==> config.mk <==
export PLATFORM = sky130hd
export DESIGN_NAME = instruction_fetch_unit
export DESIGN_NICKNAME = d
export VERILOG_FILES = /design/src/rtl/instruction_fetch_unit_pkg.sv /design/src/rtl/instruction_fetch_unit_timeout.sv /design/src/rtl/instruction_fetch_unit.sv
export SDC_FILE = /design/constraint.sdc
export NUM_CORES = 1
export LEC_CHECK = 0
export CAP_MARGIN = 20
export CELL_PAD_IN_SITES_DETAIL_PLACEMENT = 1
export CELL_PAD_IN_SITES_GLOBAL_PLACEMENT = 2
export CORE_MARGIN = 2
export CORE_UTILIZATION = 23
export DETAILED_ROUTE_END_ITERATION = 12
export PLACE_DENSITY = 0.8
export SLEW_MARGIN = 20
export SYNTH_ARGS = -nofsm -noshare
export SYNTH_HDL_FRONTEND = slang
export SYNTH_SLANG_ARGS = --single-unit
==> constraint.sdc <==
create_clock -name CLK -period 1.5 [get_ports CLK]
set_clock_uncertainty 0.05 [all_clocks]
set_input_delay 0.375 -clock CLK [delete_from_list [all_inputs] [get_ports CLK]]
set_output_delay 0.375 -clock CLK [all_outputs]
set_load 0.01 [all_outputs]
==> src/rtl/instruction_fetch_unit_pkg.sv <==
// Shared types and constants for the instruction fetch stage.
//   fstate_e        : fetch FSM state encoding (IDLE/BUS/DONE)
//   INSTRUCTION_NOP : instruction word substituted on reset, flush or bus timeout
//   timeout_cnt_w() : counter width needed to count up to LIMIT-1
package instruction_fetch_unit_pkg;

  localparam int unsigned IFU_ADDR_W = 16;
  localparam int unsigned IFU_DATA_W = 16;

  localparam logic [IFU_DATA_W-1:0] INSTRUCTION_NOP = 16'h0000;

  typedef enum logic [1:0] {
    FSTATE_IDLE = 2'd0,
    FSTATE_BUS  = 2'd1,
    FSTATE_DONE = 2'd2
  } fstate_e;

  // Bits needed to hold 0..limit-1; limit is at least 2, so never below 1.
  function automatic int unsigned timeout_cnt_w(input int unsigned limit);
    return (limit <= 32'd2) ? 32'd1 : $clog2(limit);
  endfunction

endpackage

==> src/rtl/instruction_fetch_unit_timeout.sv <==
// bus_timeout_counter: counts consecutive stalled bus cycles and flags expiry.
// Only instantiated when FETCH_TIMEOUT_EN is defined.
//   CLK      : system clock, rising edge
//   RESET    : asynchronous active-high reset, count <= 0
//   CLEAR    : synchronous clear, asserted on entry to the bus state
//   COUNT_EN : a bus cycle with no ready response
//   EXPIRED  : combinational; this counting cycle is number LIMIT
module bus_timeout_counter
  import instruction_fetch_unit_pkg::*;
#(
  parameter int unsigned LIMIT = 15
) (
  input  logic CLK,
  input  logic RESET,
  input  logic CLEAR,
  input  logic COUNT_EN,
  output logic EXPIRED
);

  localparam int unsigned CNT_W = timeout_cnt_w(LIMIT);
  localparam logic [CNT_W-1:0] LAST = CNT_W'(LIMIT - 32'd1);

  logic [CNT_W-1:0] count_q;

  // Stalled-cycle counter; parks at LAST so it can never wrap.
  always_ff @(posedge CLK or posedge RESET) begin
    if (RESET) begin
      count_q <= '0;
    end else if (CLEAR) begin
      count_q <= '0;
    end else if (COUNT_EN && (count_q != LAST)) begin
      count_q <= count_q + CNT_W'(1);
    end
  end

  // count_q already holds LIMIT-1 earlier stalled cycles, so this one is the LIMIT-th.
  assign EXPIRED = COUNT_EN && (count_q == LAST);

endmodule

==> src/rtl/instruction_fetch_unit.sv <==
// instruction_fetch_unit: fetch stage in front of the jump/ALU decoders.
// While FETCH is asserted, reads the word at PC_A over a wait-state memory
// handshake and latches it into INSTRUCTION, holding the phase sequencer via
// STALL until the word is captured. FLUSH substitutes NOP_INSTR.
// Optional feature macro: FETCH_TIMEOUT_EN (bus timeout with sticky BUS_ERR).
// Ports:
//   CLK, RESET        : clock (rising edge), asynchronous active-high reset
//   FETCH, PC_A       : fetch phase strobe and current program counter
//   FLUSH             : replace current/held instruction with NOP_INSTR
//   MEM_ADDR, MEM_RD  : registered fetch address, read request (BUS only)
//   MEM_DIN, MEM_READY: read data and completion handshake
//   INSTRUCTION       : instruction register to the decoders
//   IR_VALID          : INSTRUCTION holds a genuinely fetched word
//   STALL             : combinational hold of the phase decoder
//   BUS_ERR, BUS_ERR_CLR : sticky timeout flag and its synchronous clear
module instruction_fetch_unit
  import instruction_fetch_unit_pkg::*;
#(
  parameter int unsigned          ADDR_W         = IFU_ADDR_W,
  parameter int unsigned          DATA_W         = IFU_DATA_W,
  parameter logic [DATA_W-1:0]    NOP_INSTR      = DATA_W'(INSTRUCTION_NOP),
  parameter int unsigned          TIMEOUT_CYCLES = 15
) (
  input  logic              CLK,
  input  logic              RESET,
  input  logic              FETCH,
  input  logic [ADDR_W-1:0] PC_A,
  input  logic              FLUSH,
  output logic [ADDR_W-1:0] MEM_ADDR,
  output logic              MEM_RD,
  input  logic [DATA_W-1:0] MEM_DIN,
  input  logic              MEM_READY,
  output logic [DATA_W-1:0] INSTRUCTION,
  output logic              IR_VALID,
  output logic              STALL,
  output logic              BUS_ERR,
  input  logic              BUS_ERR_CLR
);

  fstate_e           state_q, state_d;
  logic [ADDR_W-1:0] addr_q, addr_d;
  logic [DATA_W-1:0] instr_q, instr_d;
  logic              valid_q, valid_d;
  // Set when a flush hits an in-flight read, so its late data is dropped.
  logic              discard_q, discard_d;
  logic              expired;

  // State and datapath registers; reset also aborts any read in progress.
  always_ff @(posedge CLK or posedge RESET) begin
    if (RESET) begin
      state_q   <= FSTATE_IDLE;
      addr_q    <= '0;
      instr_q   <= NOP_INSTR;
      valid_q   <= 1'b0;
      discard_q <= 1'b0;
    end else begin
      state_q   <= state_d;
      addr_q    <= addr_d;
      instr_q   <= instr_d;
      valid_q   <= valid_d;
      discard_q <= discard_d;
    end
  end

  // Next-state and instruction-register update.
  always_comb begin
    state_d   = state_q;
    addr_d    = addr_q;
    instr_d   = instr_q;
    valid_d   = valid_q;
    discard_d = discard_q;

    case (state_q)
      FSTATE_IDLE: begin
        if (FETCH) begin
          state_d   = FSTATE_BUS;
          addr_d    = PC_A;
          valid_d   = 1'b0;
          discard_d = 1'b0;
        end
      end
      // A FETCH drop here is a sequencer error; the read completes regardless.
      FSTATE_BUS: begin
        if (MEM_READY) begin
          state_d = FSTATE_DONE;
          if (!discard_q) begin
            instr_d = MEM_DIN;
            valid_d = 1'b1;
          end
        end else if (expired) begin
          state_d = FSTATE_DONE;
          instr_d = NOP_INSTR;
          valid_d = 1'b0;
        end
      end
      FSTATE_DONE: begin
        if (!FETCH) begin
          state_d = FSTATE_IDLE;
        end
      end
      default: begin
        state_d = FSTATE_IDLE;
      end
    endcase

    // Flush overrides any capture on the same edge, including a ready response.
    if (FLUSH) begin
      instr_d = NOP_INSTR;
      valid_d = 1'b0;
      if (state_q == FSTATE_BUS) begin
        discard_d = 1'b1;
      end
    end
  end

`ifdef FETCH_TIMEOUT_EN
  logic err_q;

  bus_timeout_counter #(
    .LIMIT(TIMEOUT_CYCLES)
  ) u_timeout (
    .CLK      (CLK),
    .RESET    (RESET),
    .CLEAR    ((state_q == FSTATE_IDLE) && FETCH),
    .COUNT_EN ((state_q == FSTATE_BUS) && !MEM_READY),
    .EXPIRED  (expired)
  );

  // Sticky error flag; a new timeout beats a clear on the same edge.
  always_ff @(posedge CLK or posedge RESET) begin
    if (RESET) begin
      err_q <= 1'b0;
    end else if (expired) begin
      err_q <= 1'b1;
    end else if (BUS_ERR_CLR) begin
      err_q <= 1'b0;
    end
  end

  assign BUS_ERR = err_q;
`else
  // No timeout: the bus waits indefinitely and the error flag is constant.
  logic unused_timeout_cfg;

  assign expired            = 1'b0;
  assign BUS_ERR            = 1'b0;
  assign unused_timeout_cfg = ^{BUS_ERR_CLR, 8'(TIMEOUT_CYCLES)};
`endif

  assign MEM_ADDR    = addr_q;
  assign MEM_RD      = (state_q == FSTATE_BUS);
  assign INSTRUCTION = instr_q;
  assign IR_VALID    = valid_q;
  assign STALL       = FETCH && (state_q != FSTATE_DONE);

endmodule
==> results of run 1 <==
where the power goes:
part	leakage, nW	switching [mW]	internal [mW]
Clock	0.0516	0.363	0.376
Sequential	0.458	0.174	1.29
Combinational	0.747	0.687	1.10
kinds of logic after synthesis:
kind of cell | Yosys count | synth area share
AOI/OAI and AO/OA | 5 | 0.0257
buffers and inverters | 10 | 0.0461
DFF | 36 | 0.545
muxes | 32 | 0.228
other | 1 | 0.00227
and+or+nand+nor | 37 | 0.153
critical path: stages, from the launching register on:
cell and delay, ps:
dfrtp_1 410, buf_6 130, buf_6 110, and4bb_4 340
buf_12 160, mux2i_2 220
path summary, 6_finish.rpt:
kind	from	endpoint	slack, ps
max reg2reg	state_q[1]	INSTRUCTION[4]	-6
min reg2reg	discard_q	discard_q	450
max in group asynchronous	RESET	INSTRUCTION[2]	770
min in group CLK	discard_q	discard_q	450
min	RESET	INSTRUCTION[11]	360
max	state_q[1]	INSTRUCTION[4]	-6
final cells by class:
cell class	instances	area [µm²]	share of cell area
clock buffer	6	82.6	0.0309
clock inverter	2	13.8	0.00515
inverter	3	11.3	0.00422
multi-input combinational	75	709	0.266
sequential	36	902	0.338
tap	96	120	0.0450
timing repair buffer	85	831	0.311
layer usage:
metal / up-vias / track usage / part of all wire
li1: 574 / - / -
met1: 591 / 0.141 / 0.45
met2: 40 / 0.183 / 0.48
met3: 2 / 0.0364 / 0.064
met4: 0 / 0.0289 / 0.0029
met5: - / 0 / 0
metrics by stage:
step                      TNS (ps)  setup slack [ps]
after floorplan                  0              58.2
after global placement       -8920              -501
after detailed placement     -9830              -510
after CTS                    -68.6             -54.2
after global routing         -1010             -58.7
final                        -6.02             -6.02
state kept, by name, summed over array words and instances (netlist names):
name / flops
state_q: 2
INSTRUCTION: 16
MEM_ADDR: 16
IR_VALID: 1
discard_q: 1
Yosys cell counts, drive strengths merged:
master	number	area, µm²
conb	1	3.75
nand2	1	3.75
mux2i	16	160
a22o	1	8.76
and2b	1	8.76
o2bb2ai	1	8.76
nor3b	1	18.8
or3b	1	8.76
o31ai	1	7.51
clkbuf	3	11.3
inv	3	11.3
buf	4	53.8
dfrtp	36	901
nand2b	32	200
mux2	16	218
a21boi	1	7.51
o211a	1	10.0
and4bb	1	12.5
layout by cell type (no fill, tap or decap):
cell,count
clkdlybuf4s50_1,35
dlygate4sd2_1,34
mux2_4,16
o2bb2ai_1,1
dfrtp_1,35
clkbuf_8,6
mux2i_2,1
buf_6,6
or3b_4,1
dfrtp_2,1
nor3b_4,1
and4bb_4,1
o31ai_1,1
buf_12,2
nand2b_1,32
mux2i_1,15
inv_2,1
and2b_2,1
nand2_1,1
a21boi_1,1
clkinv_2,1
clkbuf_16,1
buf_4,6
conb_1,1
inv_1,2
buf_2,1
inv_6,1
o211a_1,1
a22o_1,1
timing repair:
item | in CTS | in global routing
gates resized for setup | 54 | 8
pin swaps | 1 | 1
setup buffers | 5 | 0
endpoints found under the setup margin | 51 | 34
cloned | 1 | 1
==> results.sh, run 1 <==
export IMPL_area_delta_synth_final_pct=61.4
export IMPL_wirelength_um=4070
export IMPL_r2r_worst_path_cells=5
export IMPL_power_leakage_nw=1.26
export IMPL_worstPathMaxFanout=9
export IMPL_grt_pass1_wl_um=6630
export IMPL_clockBufferDepth=2
export IMPL_syn_nets=159
export IMPL_via_per_inst=3.98
export IMPL_synth_cell_types=22
export IMPL_port_buffers=71
export IMPL_min_path_type="in2async"
export IMPL_dr_pass1_iters=4
export IMPL_critPathKind="reg2reg"
export IMPL_final_hold_viol_count=0
export IMPL_p_per_area_nw_per_um2=1500
export IMPL_ant_nets=0
export IMPL_dr_total_vias=1207
export IMPL_ctsHoldBuffers=0
export IMPL_cts_buffers=5
export IMPL_dp_cells=290
export IMPL_fin_ws_ps=-6.02
export IMPL_synth_area_um2=1650
export IMPL_required_ps=1650
export IMPL_clk_pin_slew_worst_paths_ps=80
export IMPL_die_w_um=88.8
export IMPL_place_hpwl_um=2710
export IMPL_seq_area_frac_synth=0.545
export IMPL_core_region_area_um2=6870
export IMPL_finalMaxSlewViolations=0
export IMPL_postSynthAreaPerCell_um2=13.7
export IMPL_initial_core_util=0.241
export IMPL_fin_hold_ws_ps=358
export IMPL_fin_crit_sh=1.00
export IMPL_stdcell_count=303
export IMPL_maxCapViolCount=0
export IMPL_nets=244
export IMPL_num_fill_cells=749
export IMPL_initialDrtViolationCount=30
export IMPL_place_area_um2=2520
export IMPL_endpoint_kind="flip-flop"
export IMPL_grt_max_degree=35
export IMPL_gp_congestion=0.682
export IMPL_num_antenna_cells=0
export IMPL_antenna_found_initial=0
export IMPL_rsz0062_at_grt="true"
export IMPL_ys_warnings_count=0
export IMPL_ios=74
export IMPL_h_tree_depth=2
export IMPL_syn_inst=121
export IMPL_setup_violations=1
export IMPL_outcome="complete, but fails checks"
export IMPL_grt_overflow=0
export IMPL_drive_above_1_share=0.227
export IMPL_violations="setup timing"
export IMPL_start_kind="flip-flop"
export IMPL_grt_pass1_vias=1332
export IMPL_synth_seq_cells=36
export IMPL_period_needed_ps=1510
export IMPL_routedWlPerCell_um=13.4
export IMPL_insertion_delay_ps=280
export IMPL_drt_drc_violations_left=0
export IMPL_arrival_ps=1660
export IMPL_cts_tree="done"
export IMPL_die_area_um2=7890
export IMPL_grt_usage=0.111
export IMPL_final_area_um2=2670
export IMPL_fmax_ghz=0.664
export IMPL_die_y_um=88.8
export IMPL_ir_worst_vdd_mv=0.566
export IMPL_utilization=0.389
export IMPL_numClockSinks=36
export IMPL_root_buffer="clkbuf_8"
export IMPL_power_total_mw=3.99
export IMPL_rows=30
Power figures use the tool's default switching activity.
==> inputs of run 2 (changes only) <==
==> constraint.sdc (replaced) <==
create_clock -name CLK -period 1.5 [get_ports CLK]
set_clock_uncertainty 0.05 [all_clocks]
set_input_delay 0.375 -clock CLK [delete_from_list [all_inputs] [get_ports CLK]]
set_output_delay 0.375 -clock CLK [all_outputs]
set_load 0.02 [all_outputs]
==> run 2 against run 1 <==
The flow still finishes with violations (setup timing). Via count decreased by 3.1%. Register-to-register slack improved by 20 ps. Hold slack improved by 24 ps. First-iteration DRC count decreased by 43%. Critical endpoint is now MEM_RD. Largest cell class unchanged.
==> results.sh, run 2 (same netlist as run 1, synthesis figures left out) <==
export IMPL_outcome="complete, but fails checks"
export IMPL_violations="setup timing"
export IMPL_utilization=0.380
export IMPL_clk_pin_slew_worst_paths_ps=70
export IMPL_stdcell_count=298
export IMPL_ant_nets=0
export IMPL_rsz0062_at_grt="true"
export IMPL_root_buffer="clkbuf_8"
export IMPL_grt_usage=0.105
export IMPL_initialDrtViolationCount=17
export IMPL_cts_buffers=5
export IMPL_power_total_mw=4.15
export IMPL_drt_drc_violations_left=0
export IMPL_wirelength_um=3830
export IMPL_cts_tree="done"
export IMPL_slowest_delay_ps=460
export IMPL_finalMaxSlewViolations=0
export IMPL_period_needed_ps=1520
export IMPL_cp_top_family="flip-flops"
export IMPL_arrival_ps=1100
export IMPL_nets=239
export IMPL_h_tree_depth=2
export IMPL_p_per_area_nw_per_um2=1590
export IMPL_dr_pass1_iters=4
export IMPL_worstPathMaxFanout=7
export IMPL_r2r_end="MEM_ADDR[7]"
export IMPL_die_w_um=88.8
export IMPL_num_fill_cells=750
export IMPL_initial_core_util=0.241
export IMPL_die_area_um2=7890
export IMPL_ctsHoldBuffers=0
export IMPL_dr_total_vias=1170
export IMPL_area_delta_synth_final_pct=57.9
export IMPL_numClockSinks=36
export IMPL_grt_max_degree=35
export IMPL_insertion_delay_ps=280
export IMPL_crit_buf_inv=1
export IMPL_crit_slowest_cell="dfrtp_2"
export IMPL_layout_common_cells="clkdlybuf4s50_1, dfrtp_1, dlygate4sd2_1"
export IMPL_pre_cts_ws_ps=-573
export IMPL_gp_congestion=0.673
export IMPL_required_ps=1070
export IMPL_power_leakage_nw=1.22
export IMPL_ir_worst_vdd_mv=0.508
export IMPL_fin_ws_ps=-21.0
export IMPL_die_y_um=88.8
export IMPL_fin_hold_ws_ps=382
export IMPL_drive_above_1_share=0.193
export IMPL_place_hpwl_um=2740
export IMPL_fin_crit_sh=1.01
export IMPL_maxCapViolCount=0
export IMPL_grt_pass1_vias=1300
export IMPL_routedWlPerCell_um=12.9
export IMPL_r2r_worst_path_cells=3
export IMPL_start_kind="flip-flop"
export IMPL_clockBufferDepth=2
export IMPL_min_path_type="in2async"
export IMPL_cp_cell_sequence="and2b_2 > buf_6"
export IMPL_reg2reg_from="state_q[0]"
export IMPL_reg2reg_slack_ps=10
export IMPL_grt_overflow=0
export IMPL_final_common_cell="clkdlybuf4s50_1"
export IMPL_num_antenna_cells=0
export IMPL_fmax_ghz=0.657
export IMPL_ios=74
export IMPL_rows=30
export IMPL_endpoint_kind="primary output"
export IMPL_critPathKind="reg2out"
export IMPL_setup_violations=1
export IMPL_via_per_inst=3.93
export IMPL_grt_pass1_wl_um=6320
export IMPL_core_region_area_um2=6870
export IMPL_final_hold_viol_count=0
export IMPL_port_buffers=71
export IMPL_dp_cells=289
export IMPL_antenna_found_initial=0
[run 2: power by group]
group / internal [mW] / switching [mW]
Clock: 0.494 / 0.350
Sequential: 1.30 / 0.196
Combinational: 0.985 / 0.833
Total: 2.77 / 1.38
[run 2: layout make-up]
type / count / area [µm²] / area share
Sequential cell: 36 / 903 / 0.346
Timing Repair Buffer: 80 / 788 / 0.302
Multi-Input combinational cell: 75 / 681 / 0.261
Tap cell: 96 / 120 / 0.0460
Clock buffer: 6 / 72.6 / 0.0278
Clock inverter: 2 / 35.0 / 0.0134
Inverter: 3 / 11.3 / 0.00431
[run 2: what timing repair did]
action	4_1_cts	5_1_grt
cloned	1	0
setup endpoints to repair	52	18
gates resized for setup	49	2
setup buffers	1	0
[run 2: worst max path at each step]
stage / end / startpoint / cells after the start
finish: MEM_RD / state_q[1] / 2
global route: MEM_RD / state_q[1] / 2
CTS: MEM_RD / state_q[1] / 2
detailed placement: STALL / FETCH / 3
global placement: STALL / FETCH / 3
floorplan: MEM_ADDR[0] / state_q[0] / 3
[run 2: metal layers]
metal	part of all wire	up-vias	wire length [µm]	GRT usage
met2	0.49	39	1900	0.174
met4	0.010	0	40	0.0289
met3	0.059	5	228	0.0326
met1	0.44	566	1670	0.132
met5	0	-	0	0
li1	-	560	-	-
[run 2: worst register-to-register path: stages, from the launching register on]
cell and delay (ps):
dfrtp_2 450, nor3b_4 260, bufbuf_16 320, mux2_4 300
[run 2: stage by stage]
step | area (µm²) | setup TNS (ps)
global placement | 2520 | -9110
detailed placement | 2520 | -9830
global route | 2610 | -495
finish | 2610 | -21.0
CTS | 2630 | -57.8
floorplan | 1650 | 0
